==> config.mk <==
export PLATFORM = sky130hd
export DESIGN_NAME = approx_prod_accumulator
export DESIGN_NICKNAME = d
export VERILOG_FILES = /design/src/rtl/approx_prod_accumulator.sv
export SDC_FILE = /design/constraint.sdc
export NUM_CORES = 1
export LEC_CHECK = 0
export BUFFER_PORTS_ARGS = -buffer_cell sky130_fd_sc_hd__buf_4
export CAP_MARGIN = 30
export CORE_MARGIN = 3
export CORE_UTILIZATION = 51
export CTS_CLUSTER_DIAMETER = 40
export DETAILED_ROUTE_END_ITERATION = 8
export PLACE_DENSITY = 0.76
export SYNTH_ARGS = -nofsm -noshare
export SYNTH_HDL_FRONTEND = slang
export SYNTH_SLANG_ARGS = --single-unit
==> constraint.sdc <==
create_clock -name clk -period 2.9 [get_ports clk]
set_input_delay 0 -clock clk [delete_from_list [all_inputs] [get_ports clk]]
set_output_delay 0 -clock clk [all_outputs]
set_load 0.03 [all_outputs]
==> src/rtl/approx_prod_accumulator.sv <==
// approx_prod_accumulator
// Sums unsigned 16-bit products from an 8x8 approximate multiplier into
// groups. A group ends on in_last or after MAX_LEN beats. The sum saturates
// at 2^ACC_W-1 and sets a sticky flag. Each group result is held until the
// downstream takes it. A new beat can be accepted in the same cycle that a
// held result is taken, so back-to-back groups lose no cycles.
module approx_prod_accumulator #(
    parameter int ACC_W   = 18,
    parameter int MAX_LEN = 16,
    parameter int CNT_W   = $clog2(MAX_LEN + 1)
) (
    input  logic             clk,
    input  logic             rst_n,
    input  logic             in_valid,
    output logic             in_ready,
    input  logic [15:0]      in_prod,
    input  logic             in_last,
    output logic             out_valid,
    input  logic             out_ready,
    output logic [ACC_W-1:0] out_sum,
    output logic [CNT_W-1:0] out_count,
    output logic             out_sat
);

    typedef enum logic [1:0] {
        IDLE  = 2'd0,
        ACCUM = 2'd1,
        HOLD  = 2'd2
    } state_t;

    localparam logic [ACC_W-1:0] ACC_MAX = {ACC_W{1'b1}};
    localparam logic [CNT_W-1:0] LEN_MAX = CNT_W'(MAX_LEN);

    state_t           state;
    state_t           state_nxt;

    logic [ACC_W-1:0] acc;
    logic [CNT_W-1:0] cnt;
    logic             sat;

    logic [ACC_W-1:0] acc_nxt;
    logic [CNT_W-1:0] cnt_nxt;
    logic             sat_nxt;

    logic [ACC_W-1:0] out_sum_nxt;
    logic [CNT_W-1:0] out_count_nxt;
    logic             out_sat_nxt;

    logic             beat_acc;
    logic             out_take;
    logic [ACC_W-1:0] base_acc;
    logic [CNT_W-1:0] base_cnt;
    logic             base_sat;
    logic [ACC_W-1:0] sum_sat;
    logic             sum_ovf;
    logic [CNT_W-1:0] cnt_inc;
    logic             grp_close;

    // Unsigned add of a zero-extended product, clamped to the accumulator
    // maximum. Bit ACC_W of the return value flags that clamping happened.
    function automatic logic [ACC_W:0] sat_add(
        input logic [ACC_W-1:0] a,
        input logic [15:0]      p
    );
        logic [ACC_W:0] wide;
        wide = {1'b0, a} + {{(ACC_W - 15){1'b0}}, p};
        if (wide[ACC_W]) begin
            sat_add = {1'b1, ACC_MAX};
        end else begin
            sat_add = wide;
        end
    endfunction

    // In HOLD the only way to take a beat is to take the result as well.
    // So in_ready follows out_ready there and is 1 in every other state.
    always_comb begin
        in_ready = 1'b1;
        if (state == HOLD) begin
            in_ready = out_ready;
        end
    end

    // out_valid comes straight from the state register. It is therefore a
    // registered output and can only fall through an out-handshake.
    always_comb begin
        out_valid = (state == HOLD);
    end

    // Beat datapath. In HOLD a beat always starts a fresh group. acc, cnt and
    // sat are already cleared there, but the explicit zero base keeps that
    // guarantee local to this block.
    always_comb begin
        beat_acc  = in_valid && in_ready;
        out_take  = out_valid && out_ready;
        base_acc  = (state == HOLD) ? '0 : acc;
        base_cnt  = (state == HOLD) ? '0 : cnt;
        base_sat  = (state == HOLD) ? 1'b0 : sat;
        {sum_ovf, sum_sat} = sat_add(base_acc, in_prod);
        cnt_inc   = base_cnt + CNT_W'(1);
        grp_close = in_last || (cnt_inc == LEN_MAX);
    end

    // Next-state and next-register logic. A closing beat hands its result to
    // the output registers and clears the running group in the same edge.
    always_comb begin
        state_nxt     = state;
        acc_nxt       = acc;
        cnt_nxt       = cnt;
        sat_nxt       = sat;
        out_sum_nxt   = out_sum;
        out_count_nxt = out_count;
        out_sat_nxt   = out_sat;

        if (beat_acc) begin
            if (grp_close) begin
                state_nxt     = HOLD;
                out_sum_nxt   = sum_sat;
                out_count_nxt = cnt_inc;
                out_sat_nxt   = base_sat || sum_ovf;
                acc_nxt       = '0;
                cnt_nxt       = '0;
                sat_nxt       = 1'b0;
            end else begin
                state_nxt = ACCUM;
                acc_nxt   = sum_sat;
                cnt_nxt   = cnt_inc;
                sat_nxt   = base_sat || sum_ovf;
            end
        end else if (out_take) begin
            state_nxt = IDLE;
            acc_nxt   = '0;
            cnt_nxt   = '0;
            sat_nxt   = 1'b0;
        end
    end

    // State and group registers. Reset drops any partial group or held result.
    always_ff @(posedge clk or negedge rst_n) begin
        if (!rst_n) begin
            state <= IDLE;
            acc   <= '0;
            cnt   <= '0;
            sat   <= 1'b0;
        end else begin
            state <= state_nxt;
            acc   <= acc_nxt;
            cnt   <= cnt_nxt;
            sat   <= sat_nxt;
        end
    end

    // Result registers. They stay frozen while a result is held and refused.
    always_ff @(posedge clk or negedge rst_n) begin
        if (!rst_n) begin
            out_sum   <= '0;
            out_count <= '0;
            out_sat   <= 1'b0;
        end else begin
            out_sum   <= out_sum_nxt;
            out_count <= out_count_nxt;
            out_sat   <= out_sat_nxt;
        end
    end

endmodule

==> results of run 1 <==
## through the flow
stage                     cells  area, sq um  TNS (ns)  power, mW  setup WS (ns)
after global routing        497         4300     -3.25       3.34         -0.182
after global placement      470         3760     -1.22       2.37         -0.138
after detailed placement    470         3760     -3.47       2.40         -0.222
after CTS                   491         4070    -0.771       3.03        -0.0844
after floorplan             327         3060         0       1.85        0.00703
final                       497         4300    -0.224       3.17        -0.0509
## synthesized netlist by cell type (2+ instances only)
cell	n	area share, %
sky130_fd_sc_hd__xnor2_1	6	1.7
sky130_fd_sc_hd__nor3_1	2	0.33
sky130_fd_sc_hd__a22o_1	6	1.7
sky130_fd_sc_hd__nor2_1	32	3.9
sky130_fd_sc_hd__ha_1	18	7.4
sky130_fd_sc_hd__and2_1	18	3.7
sky130_fd_sc_hd__a21boi_0	2	0.49
sky130_fd_sc_hd__a31o_2	2	0.58
sky130_fd_sc_hd__clkbuf_1	9	1.1
sky130_fd_sc_hd__inv_1	6	0.74
sky130_fd_sc_hd__o21ai_2	2	0.58
sky130_fd_sc_hd__dfrtp_1	50	41
sky130_fd_sc_hd__nor3b_1	3	0.74
sky130_fd_sc_hd__buf_2	4	0.66
sky130_fd_sc_hd__a21oi_1	31	5.1
sky130_fd_sc_hd__a21o_1	12	3.0
sky130_fd_sc_hd__o21ai_1	4	0.66
sky130_fd_sc_hd__nand2_1	24	3.0
sky130_fd_sc_hd__nor2b_1	3	0.62
sky130_fd_sc_hd__xor2_1	9	2.6
sky130_fd_sc_hd__a31oi_1	10	2.1
sky130_fd_sc_hd__o21a_1	4	0.99
sky130_fd_sc_hd__nand2b_1	4	0.82
sky130_fd_sc_hd__o211ai_1	3	0.74
sky130_fd_sc_hd__mux2_2	4	1.5
sky130_fd_sc_hd__nand3_1	10	1.6
sky130_fd_sc_hd__a211o_1	2	0.58
sky130_fd_sc_hd__o21ai_0	20	3.3
## power by group
group          internal (mW)  switching (mW)  leakage [nW]
Sequential             0.869           0.109         0.621
Clock                  0.346           0.252        0.0683
Combinational          0.706           0.886          1.30
Total                   1.92            1.25          1.99
## final timing paths
kind                                       from  depth (start not counted)  slack (ns)                  endpoint
max                        state[0]$_DFFE_PN0P_                         13       -0.05        acc[6]$_DFFE_PN0P_
max in group asynchronous                 rst_n                          2        2.21  out_count[3]$_DFFE_PN0P_
max reg2reg                state[0]$_DFFE_PN0P_                         13       -0.05        acc[6]$_DFFE_PN0P_
min                                  in_prod[0]                          4        0.14    out_sum[0]$_DFFE_PN0P_
min in group asynchronous                 rst_n                          2        0.24    out_sum[7]$_DFFE_PN0P_
min reg2reg                  acc[2]$_DFFE_PN0P_                          1        0.49        acc[2]$_DFFE_PN0P_
## flip-flops by register name, indices dropped and copies added, names as in the netlist
register	cells
out_count	5
sat	1
out_sum	18
cnt	5
out_sat	1
acc	18
state	2
## cells by family after synthesis
family / after synthesis / synth area share, %
XOR/XNOR: 15 / 4.32
AND/OR/NAND/NOR: 103 / 16.4
flip-flops: 50 / 41.1
multiplexers: 5 / 1.81
adder cells (fa/ha/maj): 19 / 8.06
buffers and inverters: 21 / 2.88
AO/OA/AOI/OAI: 114 / 25.5
## final cells by class
class                           count  area share (%)
Sequential cell                    50            29.1
Tap cell                           72            2.10
Inverter                            7           0.612
Timing Repair Buffer              103            19.9
Clock buffer                        5            1.60
Clock inverter                      3            1.60
Multi-Input combinational cell    257            45.0
## repair_timing
action | in CTS | in global routing
gates cloned | 1 | 1
hold endpoints to repair | 53 | 0
pin swaps | 4 | 14
setup endpoints to repair | 36 | 39
hold buffers | 4 | 0
resized for setup | 13 | 31
setup buffers | 8 | 5
## layer usage
layer  up-vias  global-route usage [%]
li1       1381                       -
met1      1441                    31.4
met2        87                    39.3
met3        15                    3.47
met4         0                    7.73
met5         -                       0
## worst min-delay path, stage by stage
cell	delay, ns
sky130_fd_sc_hd__buf_4	0.10
sky130_fd_sc_hd__ha_4	0.12
sky130_fd_sc_hd__nor2_1	0.05
sky130_fd_sc_hd__a21oi_1	0.15
==> summary.md, run 1 <==
| Metric | Value |
|---|---|
| Quantity of I/O buffers inserted on ports | 46 |
| Share of synthesized flip-flops with an asynchronous set or reset | 100% |
| Worst Setup Slack, final | -0.0509 ns |
| Crit Path Class | reg2reg |
| Category of cells accounting for the largest share of critical-path delay | compound AO/OA/AOI/OAI gates |
| Drt initial violations | 216 |
| Mapped Nets | 367 |
| Seq/Total Area, Yosys | 41.1% |
| Crit path max-delay cell type | sky130_fd_sc_hd__dfrtp_1 |
| Clock input transition at the sequential cells of the worst setup and hold paths | 0.10 ns |
| Violated checks | setup timing |
| Number of antenna violations at the first check in global routing | 0 |
| Highest Signal Layer | met4 |
| Number of flops mapped to enable cells by yosys | 0 |
| Number of distinct library cells after synthesis | 55 |
| Fill cells | 389 |
| DPL Wire Length | 5780 microns |
| Share of the clock period used by the worst path | 102% |
| Number of nets with antenna violations after routing | 0 |
| Horizontal die dimension | 83.2 microns |
| Data required time at the worst endpoint | 3.11 ns |
| Residual DRC | 0 |
| CTS Sinks | 50 |
| Hold crit path type | in2reg |
| Worst Setup End Kind | flip-flop |
| Leakage power | 1.99 nW |
| CTS tree | done |
| Mean instance size in the synthesized netlist | 9.31 sq um |
| Primary flip-flop cell chosen by synthesis mapping | sky130_fd_sc_hd__dfrtp_1 |
| Largest net degree at the start of global routing | 51 |
| Final #Nets | 464 |
| Layout cell share with drive strength beyond 1 | 36.5% |
| Arrival time at the worst endpoint | 3.16 ns |
| Final number of hold-violating endpoints | 0 |
| Total clock buffers created by CTS | 5 |
| Sequential cell area in the final layout | 0.00125 sq mm |
| WL met1 | 3810 microns |
| Initial standard-cell utilization of the core | 53.9% |
| Via count | 2924 |
| Growth of design area from synthesis to finish | 41.2% |
| Run status | complete, but fails checks |
| Die Footprint | 0.00693 sq mm |
| Cell count after synthesis | 327 |
| Final cell utilization of the core | 76.1% |
| Top-Level Pins | 47 |
| Syn. warnings | 0 |
| Global-route wire length before repair | 13400 microns |
| Height of the die | 83.2 microns |
| Clk_lat worst skew | 0.31 ns |
| Worst-Margin Slew | 0.645 ns |
| Area of combinational cells with multiple inputs | 0.00193 sq mm |
| Worst hold slack | 0.140 ns |
| First drt pass iteration count | 4 |
| Core Box Area | 0.00564 sq mm |
| Met3 wire length | 401 microns |
| Commonest non-fill, non-tap cell in the layout | sky130_fd_sc_hd__buf_4 |
| Buffer cell driving the clock tree root | sky130_fd_sc_hd__clkbuf_8 |
| Worst setup skew after layout | 0.00884 ns |
| Global Route Usage Sum | 23.6% |
| Worst path cell trace | inv_2, nand2_4, and2_4, ha_4, fa_2, a21o_1, a311oi_4, o21ai_4, a221oi_4, or3b_4, buf_8, nand2_1, a22o_1 |
| Critical path's largest stage delay | 0.38 ns |
| Number of maximum-capacitance violations | 0 |
| Via density | 5.88 |
| Critical-path maximum fanout | 8 |
| Depth of the CTS H-tree | 2 |
| Wire length per cell after detailed routing | 17.5 microns |
| Fmax | 0.339 GHz |
| Final max-slew violation count | 0 |
| Total power per unit cell area | 738 mW/mm^2 |
| Maximum clock path buffer count | 2 |
| Startpoint type of the worst setup path | flip-flop |
| Setup-violating endpoint count in the final report | 12 |
| Max_slew headroom | 57.0% |
| Met2 wire length | 4340 microns |
| Buf/Inv on CP | 2 |
| Peak ir drop on the vdd network | 0.000447 V |
| Post-Syn Area | 0.00304 sq mm |
| Fin crit period | 2.95 ns |
| RSZ-0062 raised after global routing | yes |
| Vias in the first global route | 2744 |
| GPL Wtd Cong | 0.882 |
| Row count | 27 |
| Register bit total from synthesis | 50 |
| Remaining global-route overflow | 0 |
| Most frequent cells in the layout | sky130_fd_sc_hd__buf_4, sky130_fd_sc_hd__dfrtp_1, sky130_fd_sc_hd__nor2_1 |
| Detailed Route WL | 8690 microns |
| Antenna diode count | 0 |
Power figures use the tool's default switching activity.
==> inputs of run 2 (changes only) <==
Settings changed: CORE_UTILIZATION 51 to 55, PLACE_DENSITY 0.76 to 0.78.
Clock period 2.9 ns to 3.7 ns, I/O delays scaled along.
==> summary.md, run 2 (synthesis gave the netlist of run 1 again) <==
| Metric | Value |
|---|---|
| Run status | completed |
| Worst hold slack | 0.115 ns |
| Final Instance Count excl. Fillers | 447 |
| Die Footprint | 0.00646 sq mm |
| Startpoint type of the worst setup path | flip-flop |
| Growth of design area from synthesis to finish | 19.0% |
| Final #Nets | 417 |
| Number of nets with antenna violations after routing | 0 |
| Worst Setup Slack, final | 0.308 ns |
| Fmax | 0.295 GHz |
| Placed instance count | 436 |
| Number of antenna violations at the first check in global routing | 0 |
| DPL Wire Length | 5080 microns |
| Category of cells accounting for the largest share of critical-path delay | compound AO/OA/AOI/OAI gates |
| Number of cells traversed by the worst register-to-register path | 13 |
| Leakage power | 1.70 nW |
| Largest net degree at the start of global routing | 51 |
| Portion of total power attributed to the clock network | 18.1% |
| Row count | 26 |
| Logic depth of the worst path, buffers included | 13 |
| Final number of hold-violating endpoints | 0 |
| RSZ-0062 raised after global routing | no |
| Clk_lat worst skew | 0.31 ns |
| Buf/Inv on CP | 3 |
| First drt pass iteration count | 4 |
| Detailed Route WL | 6970 microns |
| Remaining global-route overflow | 0 |
| CTS tree | done |
| Sequential share of power | 35.5% |
| Total power per unit cell area | 588 mW/mm^2 |
| Net switching power of the design | 851 uW |
| Wire length per cell after detailed routing | 15.6 microns |
| Share of the clock period used by the worst path | 91.7% |
| Horizontal die dimension | 80.4 microns |
| Buffer cell driving the clock tree root | sky130_fd_sc_hd__clkbuf_8 |
| Quantity of I/O buffers inserted on ports | 46 |
| Registers with the most flip-flops | acc: 18 flops, out_sum: 18 flops |
| Post-cts resize count | 0 |
| Top-Level Pins | 47 |
| Depth of the CTS H-tree | 2 |
| Layout cell share with drive strength beyond 1 | 19.6% |
| Height of the die | 80.4 microns |
| Antenna diode count | 0 |
| Worst Setup End Kind | flip-flop |
| Worst-Margin Slew | 0.936 ns |
| Vias in the first global route | 2466 |
| Setup-violating endpoint count in the final report | 0 |
| CTS Sinks | 50 |
| Number of post-CTS setup repair buffers | 0 |
| Data required time at the worst endpoint | 3.90 ns |
| Crit path max-delay cell type | sky130_fd_sc_hd__fa_1 |
| Worst hold path depth | 4 |
| Worst setup skew after layout | 0.0104 ns |
| Fill cells | 427 |
| Setup Slack @ Placement | 0.327 ns |
| Global Route Usage Sum | 23.3% |
| Total clock buffers created by CTS | 5 |
| Setup TNS after final layout | 0 ns |
| Core Box Area | 0.00524 sq mm |
| Max_slew headroom | 37.2% |
| Peak ir drop on the vdd network | 0.000350 V |
| Clock input transition at the sequential cells of the worst setup and hold paths | 0.09 ns |
| Cell-internal power | 1.28 mW |
| Global-route wire length before repair | 11800 microns |
| Initial standard-cell utilization of the core | 58.1% |
| Commonest non-fill, non-tap cell in the layout | sky130_fd_sc_hd__buf_4 |
| Critical-path maximum fanout | 14 |
| Most frequent cells in the layout | sky130_fd_sc_hd__buf_4, sky130_fd_sc_hd__dfrtp_1, sky130_fd_sc_hd__nor2_1 |
| Number of maximum-capacitance violations | 0 |
| Crit Path Class | reg2reg |
| Drt initial violations | 174 |
| Residual DRC | 0 |
| Final cell utilization of the core | 69.2% |
| Combinational group share of total power | 46.5% |
| Net switching share of the total power | 39.9% |
| Via count | 2658 |
| Hold crit path type | in2reg |
| Via density | 5.95 |
| Maximum clock path buffer count | 2 |
| Arrival time at the worst endpoint | 3.60 ns |
| Fin crit period | 3.39 ns |
| GPL Wtd Cong | 0.911 |
| Critical path's largest stage delay | 0.44 ns |
| Final max-slew violation count | 0 |
| Worst path cell trace | inv_1, nand2_1, buf_4, and2_1, fa_1, a21o_1, a311oi_2, o21ai_2, a221oi_4, or3b_1, buf_4, nand2_1, a22o_1 |
==> run 2: final timing paths <==
kind | start | to | slack [ns]
worst max-delay path | state[0]$_DFFE_PN0P_ | acc[4]$_DFFE_PN0P_ | 0.31
worst min-delay path | in_prod[0] | out_sum[0]$_DFFE_PN0P_ | 0.11
worst max register to register | state[0]$_DFFE_PN0P_ | acc[4]$_DFFE_PN0P_ | 0.31
worst min register to register | acc[2]$_DFFE_PN0P_ | acc[2]$_DFFE_PN0P_ | 0.48
max in group asynchronous | rst_n | acc[8]$_DFFE_PN0P_ | 3.04
min in group asynchronous | rst_n | out_sum[6]$_DFFE_PN0P_ | 0.22
==> run 2: area by class of cell <==
class                      instances  area, sq um  share of cell area, %
timing repair buffer              57          438                   12.1
clock buffer                       5         68.8                   1.90
inverter                           7         26.3                  0.725
multi-input combinational        256         1710                   47.3
clock inverter                     2         38.8                   1.07
tap                               70         87.6                   2.42
sequential                        50         1250                   34.5
==> run 2: tightest hold or removal path: cells and delay by family <==
kind	cells	cell delay, ns
buffers and inverters	1	0.09
adders and majority gates	1	0.12
AOI/OAI and AO/OA	1	0.12
and+or+nand+nor	1	0.05
==> run 2: timing repair <==
action                                  CTS  global route
endpoints found under the hold margin    53             0
endpoints found under the setup margin    0             0
hold buffers                              4             0
==> run 2: layer usage <==
| metal | vias to the layer above | wire, microns | track usage, % |
|---|---|---|---|
| met5 | - | 0 | 0 |
| met4 | 0 | 69 | 6.25 |
| met3 | 8 | 348 | 4.26 |
| met2 | 68 | 3300 | 37.3 |
| met1 | 1299 | 3250 | 32.5 |
| li1 | 1283 | - | - |
==> run 2: power groups by stage <==
stage               Combinational [mW]  Clock [mW]  Sequential [mW]
finish                           0.990       0.385            0.756
floorplan                        0.520           0            0.922
CTS                              0.992       0.388            0.756
detailed placement               0.983           0            0.764
global placement                 0.967           0            0.762
global route                      1.08       0.418            0.773
==> run 2: per-stage QoR <==
stage	area [sq um]	total power, mW
after CTS	3620	2.14
after detailed placement	3470	1.75
after global placement	3470	1.73
after global routing	3620	2.27
final	3620	2.13
after floorplan	3040	1.44
